==> src/rtl/sampler.sv <==
// rtl/sampler.sv - clock-divided probe sampler with per-byte group masking
module sampler #(
    parameter int WIDTH = 32,
    parameter int DIV_W = 24
) (
    input  logic                 clk_i,
    input  logic                 rst_i,
    input  logic                 en_i,
    input  logic                 set_div_i,
    input  logic [DIV_W-1:0]     fdiv_i,
    input  logic [WIDTH/8-1:0]   grp_dis_i,
    input  logic [WIDTH-1:0]     smpls_i,
    output logic                 stb_o,
    output logic [WIDTH-1:0]     smpls_o
);
    localparam int NGRP = WIDTH / 8;

    logic [WIDTH-1:0] sync1;
    logic [WIDTH-1:0] sync2;
    logic [WIDTH-1:0] masked;
    logic [DIV_W-1:0] div;
    logic [DIV_W-1:0] cnt;
    logic             tick;

    // A divider load restarts the period, so it also suppresses a tick in its own cycle.
    assign tick = en_i && !set_div_i && (cnt == div);

    always_comb begin
        masked = sync2;
        for (int k = 0; k < NGRP; k++) begin
            if (grp_dis_i[k]) begin
                masked[8*k +: 8] = 8'h00;
            end
        end
    end

    always_ff @(posedge clk_i) begin
        if (rst_i) begin
            sync1   <= '0;
            sync2   <= '0;
            div     <= '0;
            cnt     <= '0;
            stb_o   <= 1'b0;
            smpls_o <= '0;
        end else begin
            sync1 <= smpls_i;
            sync2 <= sync1;
            if (set_div_i) begin
                div <= fdiv_i;
            end
            // cnt clears on every tick, so it never passes div and never wraps.
            if (set_div_i || !en_i || tick) begin
                cnt <= '0;
            end else begin
                cnt <= cnt + DIV_W'(1);
            end
            stb_o <= tick;
            if (tick) begin
                smpls_o <= masked;
            end
        end
    end
endmodule

==> config.mk <==
export PLATFORM = sky130hd
export DESIGN_NAME = sampler
export DESIGN_NICKNAME = d
export VERILOG_FILES = /design/src/rtl/sampler.sv
export SDC_FILE = /design/constraint.sdc
export NUM_CORES = 1
export LEC_CHECK = 0
export CAP_MARGIN = 20
export CORE_UTILIZATION = 47
export DETAILED_ROUTE_END_ITERATION = 6
export PLACE_DENSITY = 0.84
export SYNTH_ARGS = -nofsm -noshare
export SYNTH_HDL_FRONTEND = slang
export SYNTH_SLANG_ARGS = --single-unit
==> constraint.sdc <==
create_clock -name clk_i -period 1.75 [get_ports clk_i]
set_clock_uncertainty 0.15 [all_clocks]
set_input_delay 0.175 -clock clk_i [delete_from_list [all_inputs] [get_ports clk_i]]
set_output_delay 0.175 -clock clk_i [all_outputs]
set_load 0.01 [all_outputs]
==> reports/results.tsv <==
stage	metric	value	unit
critical_path	slowest_delay	0.41	ns
placement	place_area	6580	um2
power_and_ir_drop	power_density	981	nW/um2
sta	hold_violations	0	
sta	setup_violations	57	
cts	clockBufferDepth	2	
power_and_ir_drop	irDropWorstVdd	0.508	mV
min_path	min_path_type	in2reg	
critical_path	rrSetupSlack	-0.41	ns
placement	hpwl	7770	um
critical_path	cp-end-kind	flip-flop	
drt	dr.pass1.iters	4	
drt	drtIter0Drc	187	
logic_synthesis	yosys.area.top_type	dfxtp_1	
logic_synthesis	yosys.area.top_type_share	0.549	
logic_synthesis	synthFlopType	dfxtp_1	
cts	cts_tree	done	
sta	postLayoutSetupSlackWorst	-0.410	ns
logic_synthesis	ys_seq_area_frac	0.549	
critical_path	worst-path-stages	8	
floorplan	die_x	108	um
cts	cts.clk_slew.worst_paths	0.07	ns
drt	postRouteAntennaNets	0	
logic_synthesis	syn_nets	573	
cts	clkLatencyLatePin	0.52	ns
sta	period_share	1.23	
final_layout	layout.cells.non_filler	793	
logic_synthesis	synthArstFlopShare	0	
floorplan	initial_core_util	0.486	
placement	io_buffers	96	
logic_synthesis	ys.warnings.count	0	
drt	totalWireLength	12000	um
sta	fmax	0.463	GHz
floorplan	io_pins	97	
drt	dr_total_vias	3864	
logic_synthesis	synth-edff-count	0	
critical_path	cp_data_required_time	2.01	ns
critical_path	cp_cell_sequence	xor2_1 -> nor4_2 -> nand4_2 -> buf_4 -> buf_6 -> o21ai_4 -> clkbuf_16 -> nor2_1	
global_routing	grt_pass1_wl	18700	um
global_routing	grt_max_degree	39	
outcome	failed_checks	setup timing	
cts	cts_root_buf	clkbuf_8	
global_routing	grt_pass1_vias	3974	
logic_synthesis	synth.most_common_cell	dfxtp_1	
global_routing	antenna_found_initial	0	
logic_synthesis	syn-mean-instance-area	10.4	um2
logic_synthesis	syn-cell-area	5290	um2
critical_path	crit_buf_inv	3	
final_layout	area_delta_synth_final	39.5	%
sta	rsz0062_at_grt	yes	
logic_synthesis	synth_common_cells	dfxtp_1 (145), nor2b_1 (64), mux2i_1 (56), nor2_1 (55), nand2_1 (42)	
placement	post-place-ws	-0.291	ns
critical_path	cp_top_family	simple AND/OR/NAND/NOR gates	
placement	dpl.cell_count	751	
final_layout	post-route-util	0.678	
sta	period_minus_slack	2.16	ns
critical_path	cp-endpoint	cnt[14]	
placement	gp_congestion	0.877	
logic_synthesis	synth.area.top_cells	dfxtp_1 (55%), mux2i_1 (11%), nor2b_1 (7.6%)	
critical_path	critPathSlowestCell	nor4_2	
sta	drv_slew	0	
drt	drt-vias-per-instance	4.87	
critical_path	r2r_end	cnt[14]	
floorplan	die_h	108	um
critical_path	worstSetupStartpointType	flip-flop	
global_routing	grt_usage	0.210	
final_layout	layout-drive-gt1-share	0.139	
critical_path	reg2reg_from	cnt[16]	
drt	wire_per_inst	15.2	um
global_routing	grt-ovfl-total	0	
cts	cts_sinks	145	
floorplan	dieArea	11700	um2
job	drv_cap	0	
sta	hold-worst-slack	0.0535	ns
critical_path	cp_data_arrival_time	2.42	ns
critical_path	critPathKind	reg2reg	
final_layout	diodes	0	
sta	maxSlewHeadroom	0.644	
logic_synthesis	synth_seq_cells	145	
final_layout	finalNetCount	705	
sta	worst_slew_pin_slew	0.532	ns
outcome	run_status	complete, but fails checks	
floorplan	fp-row-count	38	
logic_synthesis	yosysUniqueCellTypes	27	
final_layout	final_cell_area	7380	um2
critical_path	worstPathMaxFanout	6	
floorplan	coreArea	10900	um2
cts	cts_made_buffers	17	
critical_path	reg2reg_depth	8	
cts	htree_levels	4	
critical_path	worstSetupStartpoint	cnt[16]	
drt	drcViolationCount	0	
power_and_ir_drop	p_leak	3.35	nW
logic_synthesis	synth_cells	508	
final_layout	fillers	785	
-- kinds of logic after synthesis --
group,count (synthesis),share of synthesized area
adder cells (fa/ha/maj),1,0.00236
buffers and inverters,30,0.0312
XOR/XNOR,46,0.0790
flip-flops,145,0.549
AO/OA/AOI/OAI,1,0.000945
AND/OR/NAND/NOR,229,0.232
multiplexers,56,0.106
-- through the flow --
step	power (mW)	setup TNS [ns]
2_1_floorplan	3.73	-4.00
3_3_place_gp	3.94	-8.02
3_5_place_dp	3.95	-11.84
4_1_cts	7.27	-11.96
5_1_grt	7.50	-27.11
6_report	7.24	-21.08
-- power breakdown --
part / switching (mW) / internal [mW] / leakage [nW]
Clock: 1.52 / 1.81 / 0.265
Sequential: 0.0431 / 3.40 / 1.19
Combinational: 0.190 / 0.277 / 1.90
Total: 1.75 / 5.49 / 3.35
-- metal layers --
| metal | track usage | wire length [um] | part of all wire | vias up |
|---|---|---|---|---|
| li1 | - | - | - | 1903 |
| met1 | 0.233 | 4960 | 0.41 | 1844 |
| met2 | 0.377 | 6330 | 0.53 | 95 |
| met3 | 0.0470 | 511 | 0.042 | 22 |
| met4 | 0.103 | 241 | 0.020 | 0 |
| met5 | 0 | 0 | 0 | - |
-- layout make-up --
class | instances | area (um2) | share of cell area
repair buffers | 140 | 1470 | 0.199
multi-input cells | 333 | 2260 | 0.306
inverters | 3 | 11.3 | 0.00153
well taps | 140 | 175 | 0.0237
clock buffers | 17 | 414 | 0.0561
clock inverters | 15 | 143 | 0.0193
flip-flops and latches | 145 | 2910 | 0.394
-- flip-flops by register name, summed over array words and instances, names as in the netlist --
name / flops
smpls_o: 32
div: 24
stb_o: 1
cnt: 24
sync1: 32
sync2: 32
-- repair_timing --
| item | CTS | global route |
|---|---|---|
| endpoints found under the setup margin | 67 | 78 |
| hold buffers | 1 | 0 |
| endpoints found under the hold margin | 18 | 0 |
| setup buffers | 2 | 2 |
| gates resized for setup | 16 | 27 |
| pin swaps | 0 | 4 |
| cloned | 1 | 4 |
-- cell usage in the layout, fill, tap and decap left out, types with 2 or more instances in the layout --
master,n
dlygate4sd2_1,10
nor2b_1,64
clkinvlp_4,3
nor2_1,55
inv_6,5
and3_1,4
nand2b_1,33
nand3_1,3
clkdlybuf4s50_1,64
xor2_2,3
buf_4,32
nor4_2,3
buf_6,4
dfxtp_2,3
inv_8,3
nand2_1,42
clkbuf_16,19
inv_1,3
xor2_1,37
nor4_1,4
nor3_1,2
and4_1,2
xnor2_1,6
clkinv_4,3
and2_1,2
dlymetal6s2s_1,21
nand4_1,11
buf_12,4
dfxtp_1,142
mux2i_1,55
-- worst min-delay path by stage --
| stage | cells after the start | startpoint | end | slack, ns |
|---|---|---|---|---|
| 2_1_floorplan | 1 | smpls_i[0] | sync1[0] | 0.15 |
| 3_3_place_gp | 1 | sync1[21] | sync2[21] | 0.27 |
| 3_5_place_dp | 1 | sync1[5] | sync2[5] | 0.27 |
| 4_1_cts | 2 | smpls_i[20] | sync1[20] | 0.03 |
| 5_1_grt | 2 | smpls_i[20] | sync1[20] | 0.04 |
| 6_report | 2 | smpls_i[20] | sync1[20] | 0.05 |
Note: power is estimated with default switching activity, not from simulation.
